## src/rtl/solver_ctrl.sv

```systemverilog
// -----------------------------------------------------------------------------
// solver_ctrl
//
// Sequencing controller in front of the Encryptor, Decryptor and Password_Gen
// engines. It accepts one work request at a time (valid/ready) and decodes the
// 2-bit work code:
//   00 encrypt, 01 decrypt, 10 password gen, 11 reserved (error response)
// It fires a single-cycle start to the selected engine and waits for that
// engine's done pulse, bounded by TIMEOUT_CYCLES. The result (zero-extended to
// 96 bits) or an error is then offered on a valid/ready response interface.
//
// Parameters
//   TIMEOUT_CYCLES : WAIT cycles allowed before aborting with an error (>=2)
//   TMR_W          : WAIT timer width, must be able to hold TIMEOUT_CYCLES
//
// Ports
//   Clk, Rst_n            clock (rising edge), asynchronous active-low reset
//   req_valid/req_ready   request handshake; req_work, req_data request payload
//   rsp_valid/rsp_ready   response handshake; rsp_data, rsp_err response payload
//   enc/dec/pg_start      one-cycle engine start pulses
//   enc_data, dec_data    operands held stable from accept to the next accept
//   enc/dec/pg_done       engine completion pulses
//   enc/dec/pg_result     engine results
//   busy                  high whenever the controller is not idle
//
// Optional build macro
//   SOLVER_CTRL_STATS_EN  adds ok_count[15:0] / err_count[15:0]: saturating
//                         counts of successful and error response handshakes.
// -----------------------------------------------------------------------------
module solver_ctrl #(
  parameter int TIMEOUT_CYCLES = 1024,
  parameter int TMR_W          = 11
) (
  input  logic        Clk,
  input  logic        Rst_n,
  input  logic        req_valid,
  output logic        req_ready,
  input  logic [1:0]  req_work,
  input  logic [95:0] req_data,
  output logic        rsp_valid,
  input  logic        rsp_ready,
  output logic [95:0] rsp_data,
  output logic        rsp_err,
  output logic        enc_start,
  output logic        dec_start,
  output logic        pg_start,
  output logic [79:0] enc_data,
  output logic [95:0] dec_data,
  input  logic        enc_done,
  input  logic        dec_done,
  input  logic        pg_done,
  input  logic [95:0] enc_result,
  input  logic [79:0] dec_result,
  input  logic [79:0] pg_result,
`ifdef SOLVER_CTRL_STATS_EN
  output logic [15:0] ok_count,
  output logic [15:0] err_count,
`endif
  output logic        busy
);

  typedef enum logic [1:0] {
    S_IDLE  = 2'd0,
    S_ISSUE = 2'd1,
    S_WAIT  = 2'd2,
    S_RESP  = 2'd3
  } state_t;

  localparam logic [1:0]       WORK_ENC  = 2'b00;
  localparam logic [1:0]       WORK_DEC  = 2'b01;
  localparam logic [1:0]       WORK_PG   = 2'b10;
  localparam logic [1:0]       WORK_RSVD = 2'b11;
  localparam logic [TMR_W-1:0] TMR_LAST  = TMR_W'(TIMEOUT_CYCLES - 1);

  state_t           state_q, state_d;
  logic [1:0]       work_q, work_d;
  logic [TMR_W-1:0] timer_q, timer_d;
  logic [79:0]      enc_data_q, enc_data_d;
  logic [95:0]      dec_data_q, dec_data_d;
  logic [95:0]      rsp_data_q, rsp_data_d;
  logic             rsp_err_q, rsp_err_d;

  // Done/result of the engine picked by the latched work code. Done pulses
  // from the other engines never reach the FSM.
  logic             sel_done;
  logic [95:0]      sel_result;

  logic             rsp_fire;

  always_comb begin
    sel_done   = 1'b0;
    sel_result = '0;
    case (work_q)
      WORK_ENC: begin
        sel_done   = enc_done;
        sel_result = enc_result;
      end
      WORK_DEC: begin
        sel_done   = dec_done;
        sel_result = {16'h0000, dec_result};
      end
      WORK_PG: begin
        sel_done   = pg_done;
        sel_result = {16'h0000, pg_result};
      end
      default: begin
        sel_done   = 1'b0;
        sel_result = '0;
      end
    endcase
  end

  assign rsp_fire = (state_q == S_RESP) && rsp_ready;

  // Next-state and output decode.
  always_comb begin
    state_d    = state_q;
    work_d     = work_q;
    timer_d    = timer_q;
    enc_data_d = enc_data_q;
    dec_data_d = dec_data_q;
    rsp_data_d = rsp_data_q;
    rsp_err_d  = rsp_err_q;
    req_ready  = 1'b0;
    rsp_valid  = 1'b0;
    enc_start  = 1'b0;
    dec_start  = 1'b0;
    pg_start   = 1'b0;
    busy       = 1'b1;

    case (state_q)
      S_IDLE: begin
        req_ready = 1'b1;
        busy      = 1'b0;
        if (req_valid) begin
          work_d     = req_work;
          enc_data_d = req_data[79:0];
          dec_data_d = req_data;
          if (req_work == WORK_RSVD) begin
            // Reserved code skips the engines entirely.
            rsp_data_d = '0;
            rsp_err_d  = 1'b1;
            state_d    = S_RESP;
          end else begin
            state_d = S_ISSUE;
          end
        end
      end

      S_ISSUE: begin
        enc_start = (work_q == WORK_ENC);
        dec_start = (work_q == WORK_DEC);
        pg_start  = (work_q == WORK_PG);
        timer_d   = '0;
        state_d   = S_WAIT;
      end

      S_WAIT: begin
        // Done is checked before the timeout so a completion on the last
        // allowed cycle still counts as a success.
        if (sel_done) begin
          rsp_data_d = sel_result;
          rsp_err_d  = 1'b0;
          state_d    = S_RESP;
        end else if (timer_q == TMR_LAST) begin
          rsp_data_d = '0;
          rsp_err_d  = 1'b1;
          state_d    = S_RESP;
        end else begin
          timer_d = timer_q + TMR_W'(1);
        end
      end

      S_RESP: begin
        rsp_valid = 1'b1;
        if (rsp_ready) begin
          state_d = S_IDLE;
        end
      end

      default: begin
        state_d = S_IDLE;
      end
    endcase
  end

  always_ff @(posedge Clk or negedge Rst_n) begin
    if (!Rst_n) begin
      state_q    <= S_IDLE;
      work_q     <= '0;
      timer_q    <= '0;
      enc_data_q <= '0;
      dec_data_q <= '0;
      rsp_data_q <= '0;
      rsp_err_q  <= 1'b0;
    end else begin
      state_q    <= state_d;
      work_q     <= work_d;
      timer_q    <= timer_d;
      enc_data_q <= enc_data_d;
      dec_data_q <= dec_data_d;
      rsp_data_q <= rsp_data_d;
      rsp_err_q  <= rsp_err_d;
    end
  end

  assign enc_data = enc_data_q;
  assign dec_data = dec_data_q;
  assign rsp_data = rsp_data_q;
  assign rsp_err  = rsp_err_q;

`ifdef SOLVER_CTRL_STATS_EN
  logic [15:0] ok_count_q, ok_count_d;
  logic [15:0] err_count_q, err_count_d;

  // Counters advance only on the response handshake and stick at all-ones.
  always_comb begin
    ok_count_d  = ok_count_q;
    err_count_d = err_count_q;
    if (rsp_fire) begin
      if (rsp_err_q) begin
        if (err_count_q != 16'hFFFF) err_count_d = err_count_q + 16'd1;
      end else begin
        if (ok_count_q != 16'hFFFF) ok_count_d = ok_count_q + 16'd1;
      end
    end
  end

  always_ff @(posedge Clk or negedge Rst_n) begin
    if (!Rst_n) begin
      ok_count_q  <= '0;
      err_count_q <= '0;
    end else begin
      ok_count_q  <= ok_count_d;
      err_count_q <= err_count_d;
    end
  end

  assign ok_count  = ok_count_q;
  assign err_count = err_count_q;
`else
  // Without statistics the handshake strobe has no consumer.
  logic unused_rsp_fire;
  assign unused_rsp_fire = rsp_fire;
`endif

endmodule
```

## config.mk

```make
export PLATFORM = sky130hd
export DESIGN_NAME = solver_ctrl
export DESIGN_NICKNAME = d
export VERILOG_FILES = /design/src/rtl/solver_ctrl.sv
export SDC_FILE = /design/constraint.sdc
export NUM_CORES = 1
export LEC_CHECK = 0
export CAP_MARGIN = 20
export CORE_AREA = 5 5 248 250
export CTS_CLUSTER_DIAMETER = 50
export DETAILED_ROUTE_END_ITERATION = 16
export DIE_AREA = 0 0 253 255
export PLACE_DENSITY = 0.5
export SYNTH_ARGS = -nofsm -noshare
export SYNTH_HDL_FRONTEND = slang
export SYNTH_SLANG_ARGS = --single-unit
```

## constraint.sdc

```tcl
create_clock -name Clk -period 3.22 [get_ports Clk]
set_input_delay 0.483 -clock Clk [delete_from_list [all_inputs] [get_ports Clk]]
set_output_delay 0.483 -clock Clk [all_outputs]
set_load 0.05 [all_outputs]
```

**Yosys cells after proc, flatten, opt, wreduce, memory -nomap -nowiden**

Index checks and enable logic that the tools add are counted.

- Output and inout port bits: 279
- Register bits after elaboration: 288
- Word-level logic and storage cells: 56
- Bits of input ports: 361

- Muxes and demuxes: 27
- Add/subtract/negate cells: 1
- Eq/ne operators: 13
- Reductions and logical operators: 8

Operators with widths:

| operator | count |
|---|---|
| $mux W96 | 4 |
| $pmux W96 S3 | 1 |
| $pmux W96 S2 | 1 |
| $mux W11 | 2 |
| $pmux W11 S2 | 1 |
| $add A11 B1 Y11 const B | 1 |
| $eq A11 B10 Y1 const B | 1 |
| $mux W1 | 10 |
| $mux W2 | 5 |
| $ne A2 B2 Y1 const B | 5 |
| $eq A2 B2 Y1 const B | 4 |
| $pmux W2 S4 | 1 |
| $reduce_and A3 Y1 | 2 |
| $eq A2 B1 Y1 const B | 2 |
| $logic_not A2 Y1 | 2 |
| $reduce_and A4 Y1 | 1 |
| $reduce_bool A2 Y1 | 2 |
| $ne A3 B3 Y1 const B | 1 |
| $pmux W1 S3 | 1 |
| $pmux W1 S2 | 1 |
| $reduce_and A2 Y1 | 1 |

**Logic depth before layout (Yosys ltp)**

- Depth in word-level cells: 4
- Depth in mapped cells: 9
- Depth with buffers taken out: 7

**Worst setup path before layout**

Ideal clock, no wire load.

- Path type: flip-flop to output port
- Start: reg work_q[1]
- End: out enc_start
- Setup slack: 0.654 ns
- Stages on the path, launching flop included: 5
- Required time: 2.737 ns
- Buffers on the path: 3
- Data arrival time: 2.083 ns
- Path through: dfrtp_1 clkbuf_1 clkbuf_1 clkbuf_1 nor3b_1

- Cells in the longest elaborated chain, start to end: 2

RTL lines:

| element | RTL line | source |
|---|---|---|
| start: declaration | 76 | `logic [1:0] work_q, work_d;` |
| start signal: assignment | 198 | `work_q <= work_d;` |
| $logic_not A2 Y1 | 151 | `enc_start = (work_q == WORK_ENC);` |
| $mux W1 | 131 | `case (state_q)` |
| end: declaration | 44 | `output logic enc_start,` |

No other way between the ends.

**Worst setup path after layout**

- Start: reg state_q[1]
- End: out enc_start

- Cells in the longest elaborated chain, start to end: 2

RTL lines:

| element | RTL line | source |
|---|---|---|
| start: declaration | 75 | `state_t state_q, state_d;` |
| start signal: assignment | 197 | `state_q <= state_d;` |
| $eq A2 B1 Y1 | 131 |  |
| $mux W1 | 131 |  |

No other way between the ends.

==> metrics <==
status finished, final reports clean; Port Buffers 639; Worst Setup Path Type reg -> out; Post-Syn Area 10,500 µm²; synth warn 0; register area share after synthesis 49.8%; Rel. slew slack 43.9%; final worst slack 0.289 ns; CP peak stage delay 0.85 ns; largest net degree at the start of global routing 78; FFs w/ async S/R, synth 100%; synth unique cells 43; Clock Latency Late Sink 0.52 ns; Area contributors post-synth dfrtp_1 (50%), mux2_2 (11%), mux2i_1 (7.8%); Worst path slowest cell clkdlybuf4s50_1; grt total ovfl 0; die area 64,500 µm²; fin crit period 2.93 ns; Worst Path Arrival 2.45 ns; Placement Setup Slack 0.572 ns; Root Buffer clkbuf_16; Hold Path Stages 2; cell-by-cell listing of the critical path inv_1, ha_1, nor3b_1, clkdlybuf4s50_1; Detail Route met2 WL 22.6 mm; I/O pin count 640; switching power 11.1 mW; core area 58,800 µm²; commonest non-fill, non-tap cell in the layout clkdlybuf4s50_1; switch share 50.1%; RR Startpoint timer_q[0]; share of the synthesized area in the top cell type 49.8%; Primary FF master, synth dfrtp_1; # rows 89; clock net sink count 208; CP Buf/Inv Count 2; Die W 253 µm; # setup viols final 0; max-cap viol count 0; via/cell ratio 3.99; Initial Util 17.8%; CTS max path bufs 3; via count 9,365; layout cells sized above 1 12.8%; total CTS buffers 36; LEAKAGE 7.58 nW; synthesized flop and latch total 208; Crit Path Max Fanout 7; Max Clk Rate 341 MHz; critical path capture point type output pin; Critical Path Stages 4; Max Used Layer met5; M1 WL 17.0 mm; pwr/cell area 1190 nW/µm²; DRT iter0 DRCs 368; DRT Wirelength 43.8 mm; DR WL/cell 18.6 µm; PostCTS Resize Cnt 0; WP data required 2.74 ns; postcts setup bufs 0; Final Max Tran Viols 0; clock share of power 18.9%; commonest cells after routing, fill and taps aside clkdlybuf4s50_1 (637), dfrtp_1 (206), nand2_1 (123), mux2_2 (100), nor2_1 (86); Clock Pin Slew Worst Setup and Hold Paths 0.06 ns; maximum vdd drop 1050 µV; Worst-Margin Slew 0.842 ns; Die Ht 255 µm; DRT antenna net count 0; Critical Path End enc_start; WL met3 3.18 mm; nets 1,910; initial antenna violation count 8; Mapped Cells 992; Residual DRC 0; TNS Setup 0 ns; synthesized net count 1,358; number of flops mapped to enable cells by yosys 0; TritonRoute pass-1 iters 5; Synth Area per Inst 10.5 µm²; Worst setup SP type flop; period utilization 91.0%; Hold WC Path Type reg -> reg; final hold violation count 0; CP top delay family buffers and inverters; sequential share of power 20.4%; clk_skew 0.0222 ns; Int Pwr 11.0 mW; GP Congestion 0.796; flop2flop setup slack 0.79 ns; reg2reg end rsp_data[31]; number of global-route vias before repair 9,963; H-Tree Depth 2; crit path from state_q[1]; first-pass GRT wire length 63.4 mm; Worst Reg2Reg Path Length in Cells 6; RSZ-0062 raised after global routing false; Layout area overhead 77.5%; Combinational Power Share 60.7%; DP HPWL 35.0 mm; CTS Hold Buffers Added 1; top cell type by total area after synthesis dfrtp_1; CTS tree done; GRT Util Overall 12.7%
-- layer usage --
| metal | up-vias | global-route usage (%) |
|---|---|---|
| met5 | - | 0 |
| met3 | 57 | 3.90 |
| met1 | 4479 | 14.9 |
| met2 | 319 | 22.3 |
| li1 | 4506 | - |
| met4 | 4 | 4.10 |
-- cell families (layout without fill, tap and decap cells) --
family | after synthesis | count (layout) | synth area share [%]
other | 0 | 5 | 0
XOR/XNOR | 4 | 4 | 0.335
AND/OR/NAND/NOR | 238 | 238 | 9.49
AO/OA/AOI/OAI | 197 | 197 | 11.9
multiplexers | 181 | 181 | 18.5
buffers and inverters | 159 | 738 | 9.37
adder cells (fa/ha/maj) | 5 | 5 | 0.598
flip-flops | 208 | 208 | 49.8
-- worst min-delay path by stage --
stage	startpoint	endpoint	slack, ns
after floorplan	Rst_n	dec_data[79]	0.19
after global placement	rsp_data[12]	rsp_data[12]	0.46
after detailed placement	rsp_data[45]	rsp_data[45]	0.47
after CTS	enc_result[94]	rsp_data[94]	0.44
after global routing	enc_result[94]	rsp_data[94]	0.48
final	rsp_data[0]	rsp_data[0]	0.47
-- power by group through the flow --
stage | clock network (mW) | registers (mW) | logic [mW]
finish | 4.19 | 4.51 | 13.4
global route | 4.46 | 4.67 | 14.1
CTS | 4.35 | 4.53 | 13.6
detailed placement | 0 | 4.56 | 13.6
global placement | 0 | 4.53 | 13.5
floorplan | 0 | 7.85 | 5.92
-- worst reg2reg max path: cells and delay by family, from the launching register on --
family / cells / cell delay (ns)
flip-flops: 1 / 0.42
adder cells (fa/ha/maj): 1 / 0.34
AND/OR/NAND/NOR: 2 / 0.65
buffers and inverters: 1 / 0.34
AO/OA/AOI/OAI: 2 / 0.57
-- stage by stage --
stage	power [mW]	hold WS, ns	util, %	std cells	instance area (µm²)
final	22.1	0.472	31.6	2349	18600
after global routing	23.2	0.477	31.6	2349	18600
after CTS	22.5	0.445	31.5	2344	18500
after detailed placement	18.2	0.466	29.3	2278	17200
after global placement	18.1	0.460	29.3	2278	17200
after floorplan	13.8	0.187	-	992	10500
-- cell type report --
class / count / area [µm²]
inverters: 7 / 26.3
clock buffers: 40 / 936
well taps: 773 / 967
repair buffers: 666 / 6720
diodes: 5 / 12.5
flip-flops and latches: 208 / 5210
fillers: 6077 / 40200
multi-input cells: 625 / 4310
clock inverters: 25 / 377
-- synth_stat cells (2+ instances only) --
library cell and count:
a21o_1 2, a21oi_1 81, a22o_1 3, buf_1 10
buf_2 21, buf_4 81, buf_6 7, clkbuf_1 33
dfrtp_1 208, ha_1 5, inv_1 7, mux2_2 100
mux2i_1 81, nand2_1 125, nand3_1 7, nor2_1 86
nor2b_1 2, nor3_1 2, nor3b_1 2, nor4_1 4
o211ai_1 2, o21ai_0 20, o31ai_1 80, xor2_1 4
-- registers in the layout, indices dropped and copies added (netlist names) --
name      cells
dec_data     17
timer_q      11
state_q       2
enc_data     79
rsp_data     96
work_q        2
rsp_err       1
Power figures use the tool's default switching activity.
